`src/rtl/mem_xkx32_arb_if.sv`:
```
// ---------------------------------------------------------------------------
// mem_xkx32_arb_if
//   Bundles both requester ports and the single-port RAM connection of the
//   xKx32 memory arbiter.
//   Requester side (per port x = 0/1):
//     reqx    request, held with its attributes until gntx
//     wex     byte-lane write enables, all zero = read
//     addrx   word address
//     wdatax  write data
//     gntx    access accepted this cycle (combinational)
//     rvalidx read data valid for port x, one cycle after a read grant
//     rdata   read data shared by both ports, qualify with rvalid0/1
//   Memory side:
//     mem_ce, mem_wen, mem_addr, mem_din  towards the RAM
//     mem_qout                            registered RAM output, 1-cycle latency
//   Modports: slave = arbiter, master = requesters plus memory model.
// ---------------------------------------------------------------------------
interface mem_xkx32_arb_if #(
  parameter int T_MSZ       = 12,
  parameter int WIDTH_DATA  = 32,
  parameter int CNT_CHANNLS = 4
);
  logic                   req0;
  logic                   req1;
  logic [CNT_CHANNLS-1:0] we0;
  logic [CNT_CHANNLS-1:0] we1;
  logic [T_MSZ-1:0]       addr0;
  logic [T_MSZ-1:0]       addr1;
  logic [WIDTH_DATA-1:0]  wdata0;
  logic [WIDTH_DATA-1:0]  wdata1;
  logic                   gnt0;
  logic                   gnt1;
  logic                   rvalid0;
  logic                   rvalid1;
  logic [WIDTH_DATA-1:0]  rdata;
  logic                   mem_ce;
  logic [CNT_CHANNLS-1:0] mem_wen;
  logic [T_MSZ-1:0]       mem_addr;
  logic [WIDTH_DATA-1:0]  mem_din;
  logic [WIDTH_DATA-1:0]  mem_qout;

  modport slave (
    input  req0, req1, we0, we1, addr0, addr1, wdata0, wdata1, mem_qout,
    output gnt0, gnt1, rvalid0, rvalid1, rdata,
           mem_ce, mem_wen, mem_addr, mem_din
  );

  modport master (
    output req0, req1, we0, we1, addr0, addr1, wdata0, wdata1, mem_qout,
    input  gnt0, gnt1, rvalid0, rvalid1, rdata,
           mem_ce, mem_wen, mem_addr, mem_din
  );
endinterface

```
`src/rtl/mem_xkx32_arb.sv`:
```
// ---------------------------------------------------------------------------
// mem_xkx32_arb
//   Two-requester round-robin arbiter in front of one single-port xKx32
//   byte-lane RAM. Port 0 is the FT601 streaming side, port 1 the local
//   core/register side. One access is granted per cycle, ownership is bounded
//   by MAX_BURST while the other port waits, and read data returns one cycle
//   after the grant.
//   Ports:
//     clk   single clock, rising edge
//     rstn  asynchronous active-low reset
//     bus   mem_xkx32_arb_if.slave: requester ports and RAM connection
//   Parameters:
//     T_MSZ      address width (RAM holds 2**T_MSZ words)
//     MAX_BURST  consecutive accesses by one owner while the other requests
//                (1..256)
// ---------------------------------------------------------------------------
module mem_xkx32_arb #(
  parameter int T_MSZ     = 12,
  parameter int MAX_BURST = 8
) (
  input  logic             clk,
  input  logic             rstn,
  mem_xkx32_arb_if.slave   bus
);
  localparam int WIDTH_DATA  = 32;
  localparam int CNT_CHANNLS = 4;

  localparam logic [1:0] ST_IDLE = 2'd0;
  localparam logic [1:0] ST_OWN0 = 2'd1;
  localparam logic [1:0] ST_OWN1 = 2'd2;

  // Last burst count value that still allows the owner to keep the memory.
  localparam logic [7:0] BURST_LAST = 8'(MAX_BURST - 1);

  logic [1:0] state_q, state_d;
  logic       last_owner_q, last_owner_d;   // 1 = port 1 owned last
  logic [7:0] burst_cnt_q, burst_cnt_d;
  logic       rvalid0_q, rvalid1_q;

  logic                   gnt0, gnt1;
  logic                   own_req, other_req, own_id;
  logic [T_MSZ-1:0]       addr_sel;
  logic [WIDTH_DATA-1:0]  din_sel;
  logic [CNT_CHANNLS-1:0] wen_sel;

  // Grants decode from the registered state, so they drop the moment reset
  // asserts and can never be active together.
  assign gnt0 = (state_q == ST_OWN0) & bus.req0;
  assign gnt1 = (state_q == ST_OWN1) & bus.req1;

  assign addr_sel = (state_q == ST_OWN1) ? bus.addr1  : bus.addr0;
  assign din_sel  = (state_q == ST_OWN1) ? bus.wdata1 : bus.wdata0;
  assign wen_sel  = gnt0 ? bus.we0 : (gnt1 ? bus.we1 : '0);

  assign bus.gnt0     = gnt0;
  assign bus.gnt1     = gnt1;
  assign bus.mem_ce   = gnt0 | gnt1;
  assign bus.mem_wen  = wen_sel;
  assign bus.mem_addr = addr_sel;
  assign bus.mem_din  = din_sel;
  assign bus.rdata    = bus.mem_qout;
  assign bus.rvalid0  = rvalid0_q;
  assign bus.rvalid1  = rvalid1_q;

  // Requests seen from the current owner's point of view.
  assign own_id    = (state_q == ST_OWN1);
  assign own_req   = own_id ? bus.req1 : bus.req0;
  assign other_req = own_id ? bus.req0 : bus.req1;

  always_comb begin
    // NOTE: every output of this block gets a default first so no path
    // leaves a value unassigned and no latch is inferred.
    state_d      = state_q;
    last_owner_d = last_owner_q;
    burst_cnt_d  = burst_cnt_q;
    case (state_q)
      ST_IDLE: begin
        burst_cnt_d = '0;
        if (bus.req0 && bus.req1) begin
          state_d = last_owner_q ? ST_OWN0 : ST_OWN1;
        end else if (bus.req0) begin
          state_d = ST_OWN0;
        end else if (bus.req1) begin
          state_d = ST_OWN1;
        end
      end
      ST_OWN0, ST_OWN1: begin
        if (!other_req) begin
          // Uncontended streaming never consumes burst budget.
          burst_cnt_d = '0;
          if (!own_req) begin
            state_d      = ST_IDLE;
            last_owner_d = own_id;
          end
        end else if (own_req && (burst_cnt_q < BURST_LAST)) begin
          burst_cnt_d = burst_cnt_q + 8'd1;
        end else begin
          // Hand over directly: the waiting port is granted next cycle.
          state_d      = own_id ? ST_OWN0 : ST_OWN1;
          last_owner_d = own_id;
          burst_cnt_d  = '0;
        end
      end
      default: begin
        state_d     = ST_IDLE;
        burst_cnt_d = '0;
      end
    endcase
  end

  // NOTE: sequential state uses non-blocking assignments so every register
  // samples the pre-edge values regardless of statement order.
  always_ff @(posedge clk or negedge rstn) begin
    if (!rstn) begin
      state_q      <= ST_IDLE;
      last_owner_q <= 1'b1;   // port 0 wins the first tie
      burst_cnt_q  <= '0;
      rvalid0_q    <= 1'b0;
      rvalid1_q    <= 1'b0;
    end else begin
      state_q      <= state_d;
      last_owner_q <= last_owner_d;
      burst_cnt_q  <= burst_cnt_d;
      rvalid0_q    <= gnt0 & (bus.we0 == '0);
      rvalid1_q    <= gnt1 & (bus.we1 == '0);
    end
  end
endmodule
```
`src/flat_wrapper.sv`:
```
// flat-port wrapper written by rule: the top's interface ports become plain ports
module mem_xkx32_arb_flat 
#(
  parameter int T_MSZ     = 12,
  parameter int MAX_BURST = 8
)
  (clk, rstn, bus_req0, bus_req1, bus_we0, bus_we1, bus_addr0, bus_addr1, bus_wdata0, bus_wdata1, bus_mem_qout, bus_gnt0, bus_gnt1, bus_rvalid0, bus_rvalid1, bus_rdata, bus_mem_ce, bus_mem_wen, bus_mem_addr, bus_mem_din);
  mem_xkx32_arb_if #(.T_MSZ(T_MSZ)) bus_i ();
  input  logic clk;
  input  logic rstn;
  input wire logic [$bits(bus_i.req0)-1:0] bus_req0;
  input wire logic [$bits(bus_i.req1)-1:0] bus_req1;
  input wire logic [$bits(bus_i.we0)-1:0] bus_we0;
  input wire logic [$bits(bus_i.we1)-1:0] bus_we1;
  input wire logic [$bits(bus_i.addr0)-1:0] bus_addr0;
  input wire logic [$bits(bus_i.addr1)-1:0] bus_addr1;
  input wire logic [$bits(bus_i.wdata0)-1:0] bus_wdata0;
  input wire logic [$bits(bus_i.wdata1)-1:0] bus_wdata1;
  input wire logic [$bits(bus_i.mem_qout)-1:0] bus_mem_qout;
  output wire logic [$bits(bus_i.gnt0)-1:0] bus_gnt0;
  output wire logic [$bits(bus_i.gnt1)-1:0] bus_gnt1;
  output wire logic [$bits(bus_i.rvalid0)-1:0] bus_rvalid0;
  output wire logic [$bits(bus_i.rvalid1)-1:0] bus_rvalid1;
  output wire logic [$bits(bus_i.rdata)-1:0] bus_rdata;
  output wire logic [$bits(bus_i.mem_ce)-1:0] bus_mem_ce;
  output wire logic [$bits(bus_i.mem_wen)-1:0] bus_mem_wen;
  output wire logic [$bits(bus_i.mem_addr)-1:0] bus_mem_addr;
  output wire logic [$bits(bus_i.mem_din)-1:0] bus_mem_din;
  assign bus_i.req0 = bus_req0;
  assign bus_i.req1 = bus_req1;
  assign bus_i.we0 = bus_we0;
  assign bus_i.we1 = bus_we1;
  assign bus_i.addr0 = bus_addr0;
  assign bus_i.addr1 = bus_addr1;
  assign bus_i.wdata0 = bus_wdata0;
  assign bus_i.wdata1 = bus_wdata1;
  assign bus_i.mem_qout = bus_mem_qout;
  assign bus_gnt0 = bus_i.gnt0;
  assign bus_gnt1 = bus_i.gnt1;
  assign bus_rvalid0 = bus_i.rvalid0;
  assign bus_rvalid1 = bus_i.rvalid1;
  assign bus_rdata = bus_i.rdata;
  assign bus_mem_ce = bus_i.mem_ce;
  assign bus_mem_wen = bus_i.mem_wen;
  assign bus_mem_addr = bus_i.mem_addr;
  assign bus_mem_din = bus_i.mem_din;
  mem_xkx32_arb #(.T_MSZ(T_MSZ), .MAX_BURST(MAX_BURST)) u_core (.clk(clk), .rstn(rstn), .bus(bus_i));
endmodule
```
`config.mk`:
```
export PLATFORM = sky130hd
export DESIGN_NAME = mem_xkx32_arb_flat
export DESIGN_NICKNAME = d
export VERILOG_FILES = /design/src/rtl/mem_xkx32_arb_if.sv /design/src/rtl/mem_xkx32_arb.sv /design/src/flat_wrapper.sv
export SDC_FILE = /design/constraint.sdc
export NUM_CORES = 1
export LEC_CHECK = 0
export ABC_AREA = 1
export CELL_PAD_IN_SITES_DETAIL_PLACEMENT = 1
export CELL_PAD_IN_SITES_GLOBAL_PLACEMENT = 1
export CORE_AREA = 3 3 108 110
export CTS_CLUSTER_DIAMETER = 150
export DETAILED_ROUTE_END_ITERATION = 8
export DIE_AREA = 0 0 111 113
export PLACE_DENSITY = 0.88
export SKIP_LAST_GASP = 1
export SYNTH_ARGS = -nofsm -noshare
export SYNTH_HDL_FRONTEND = slang
export SYNTH_SLANG_ARGS = --single-unit
export TNS_END_PERCENT = 100
```
`constraint.sdc`:
```
create_clock -name clk -period 4.2 [get_ports clk]
set_input_delay 0.63 -clock clk [delete_from_list [all_inputs] [get_ports clk]]
set_output_delay 0.63 -clock clk [all_outputs]
set_load 0.01 [all_outputs]
```
==> out/results.txt <==
Drt initial violations = 36
Total power = 0.00134 W
Layout cells sized above 1 = 3.08%
RSZ-0062 raised after global routing = no
VDD IR-drop max = 0.162 mV
Clock tree buffer depth = 2
Post-DP HPWL = 5.43 mm
PortBufs = 152
Part of the power in combinational logic = 80.3%
CP endpoint kind = output pin
Sequential-to-total area share from yosys stat = 21.6%
Worst-margin pin slew = 0.753 ns
Number of hold buffers added after cts = 0
P_int = 0.000752 W
Setup CP Type = reg -> out
Worst Hold Class = reg -> reg
Total Routing Usage GR = 9.40%
WL final = 6.41 mm
Rel. slew slack = 49.7%
Total gr overflow = 0
Sequential share of power = 11.5%
Number of global-route vias before repair = 2207
Final worst-path cycle share = 73.8%
Most frequent cells in the layout = 162 x nand2_1, 152 x clkdlybuf4s50_1, 12 x nor2_1, 12 x nand3_1, 12 x dfrtp_1
# fillers = 1350
Pwr Density = 450 mW/mm^2
Root buffer cell = clkbuf_8
Remaining DRCs = 0
Setup slack after layout = 1.10 ns
# IOs = 217
# rows = 38
Lkg Pwr = 1.41 nW
Drt first pass iters = 4
Postcts setup bufs = 0
Switch Pwr = 0.000592 W
Die Ht = 113 um
Switching Share = 44.0%
DRT antenna net count = 0
Top post-synthesis cells by area = nand2_1 40%, dfrtp_1 20%, buf_4 16%, ha_1 4.1%, nand3_1 4.0%
DP Worst Slack = 1.27 ns
H-tree levels = 1
WP data required = 3.57 ns
Setup TNS = 0 ns
Setup violators final = 0
Area growth syn-to-layout = 98.1%
# diodes = 0
Nets@finish = 527
Hold Crit Depth = 2
Clk slew on worst S/H paths = 0.05 ns
Avg WL per Cell = 12.1 um
F_max = 323 MHz
Seq cells post-synth = 13
CTS-repair resized insts = 0
Hold Violations, Final = 0
Routability congestion estimate = 0.802
Post-Syn Instances = 270
Cell type with the largest total area after synthesis = nand2_1
CP startpoint kind = register
Worst reg2reg path depth = 10
Status = completed
WP data arrival = 2.47 ns
Synth unique cells = 21
Yosys Warn Count = 0
Max-Cap Viols = 0
Synth top area share = 40.3%
Die ar. = 0.0125 mm^2
Initial antenna violation count = 0
CTS tree = yes
Worst Clk Skew = 0.00174 ns
Vias = 2009
Synthesized area = 0.00151 mm^2
Commonest non-fill, non-tap cell in the layout = nand2_1
Final min period = 3.10 ns
Crit path max fanout = 48
Final Slew Violations = 0
First-pass GRT wire length = 10.0 mm
CTS Sinks = 13
Syn_area_per_cell = 5.59 um^2
Die X = 111 um
Core Area = 0.0108 mm^2
Vias per inst = 3.80
Clock share of power = 8.2%
Largest net degree at the start of global routing = 49
Starting density of the core = 14.0%
CTS Buf Count = 3
Clk_lat worst skew = 0.24 ns
final cells by class:
type | instances | area (um^2) | area share, %
well taps | 140 | 175 | 5.86
clock buffers | 4 | 45.0 | 1.51
flip-flops and latches | 13 | 327 | 10.9
repair buffers | 153 | 1530 | 51.2
multi-input cells | 206 | 865 | 28.9
inverters | 13 | 48.8 | 1.63
Yosys cell counts:
master and instances:
a21oi_1 3, buf_2 4, buf_4 33, clkbuf_1 4, clkinv_1 1, conb_1 1
dfrtp_1 12, dfstp_2 1, ha_1 5, inv_1 10, inv_2 2, nand2_1 162
nand3_1 12, nor2_1 12, nor2_2 2, nor3_1 1, nor4_1 1, nor4_2 1
o21ai_0 1, or2_2 1, xor2_1 1
path summary, 6_finish.rpt:
path	endpoint	slack, ns	start
worst max-delay path	bus_mem_wen[2]	1.10	u_core.state_q[0]$_DFFE_PN0P_
worst min-delay path	u_core.last_owner_q$_DFFE_PN1P_	0.47	u_core.last_owner_q$_DFFE_PN1P_
min in group asynchronous	u_core.burst_cnt_q[0]$_DFF_PN0_	0.75	rstn
max in group asynchronous	u_core.bus.rvalid1$_DFF_PN0_	3.07	rstn
worst min register to register	u_core.last_owner_q$_DFFE_PN1P_	0.47	u_core.last_owner_q$_DFFE_PN1P_
worst max register to register	u_core.state_q[1]$_DFFE_PN0P_	2.25	u_core.state_q[0]$_DFFE_PN0P_
power groups by stage:
stage	sequential, W	clock [W]	combinational (W)
6_report	0.000155	0.000110	0.00108
5_1_grt	0.000158	0.000122	0.00119
4_1_cts	0.000156	0.000115	0.00110
3_5_place_dp	0.000158	0	0.00109
3_3_place_gp	0.000156	0	0.00107
2_1_floorplan	0.000154	0	0.000544
routing by layer:
layer / global-route usage (%) / up-vias / share of wire, %
met4: 1.56 / 0 / 1.0
met5: 0 / - / 0
li1: - / 1012 / -
met2: 19.4 / 78 / 57
met3: 2.19 / 15 / 6.1
met1: 9.60 / 904 / 36
critical path, stage by stage (launching register included):
cell and delay [ns]:
dfrtp_1 0.41, inv_1 0.10, ha_2 0.19, buf_4 0.43, nand2_1 0.18, inv_2 0.16
nand2_1 0.07, a21oi_1 0.12, clkdlybuf4s50_1 0.57
stage by stage:
stage / cell area, um^2 / hold slack (ns) / instances / util, %
floorplan: 1520 / 0.334 / 273 / -
global placement: 2940 / 0.444 / 525 / 27.3
detailed placement: 2940 / 0.465 / 525 / 27.3
CTS: 2990 / 0.474 / 529 / 27.7
global route: 2990 / 0.493 / 529 / 27.7
finish: 2990 / 0.468 / 529 / 27.7
cells by family after synthesis:
group	Yosys count	synth area share (%)
DFF	13	21.6
adders and majority gates	5	4.15
and+or+nand+nor	192	50.1
xor gates and xnor gates	1	0.581
other	1	0.249
buffers and inverters	54	22.0
AOI/OAI and AO/OA	4	1.33
state kept, by name, summed over array words and instances (netlist names):
signal,count
u_core.burst_cnt_q,8
u_core.state_q,2
u_core.bus.rvalid0,1
u_core.bus.rvalid1,1
u_core.last_owner_q,1
Note: power is estimated with default switching activity, not from simulation.
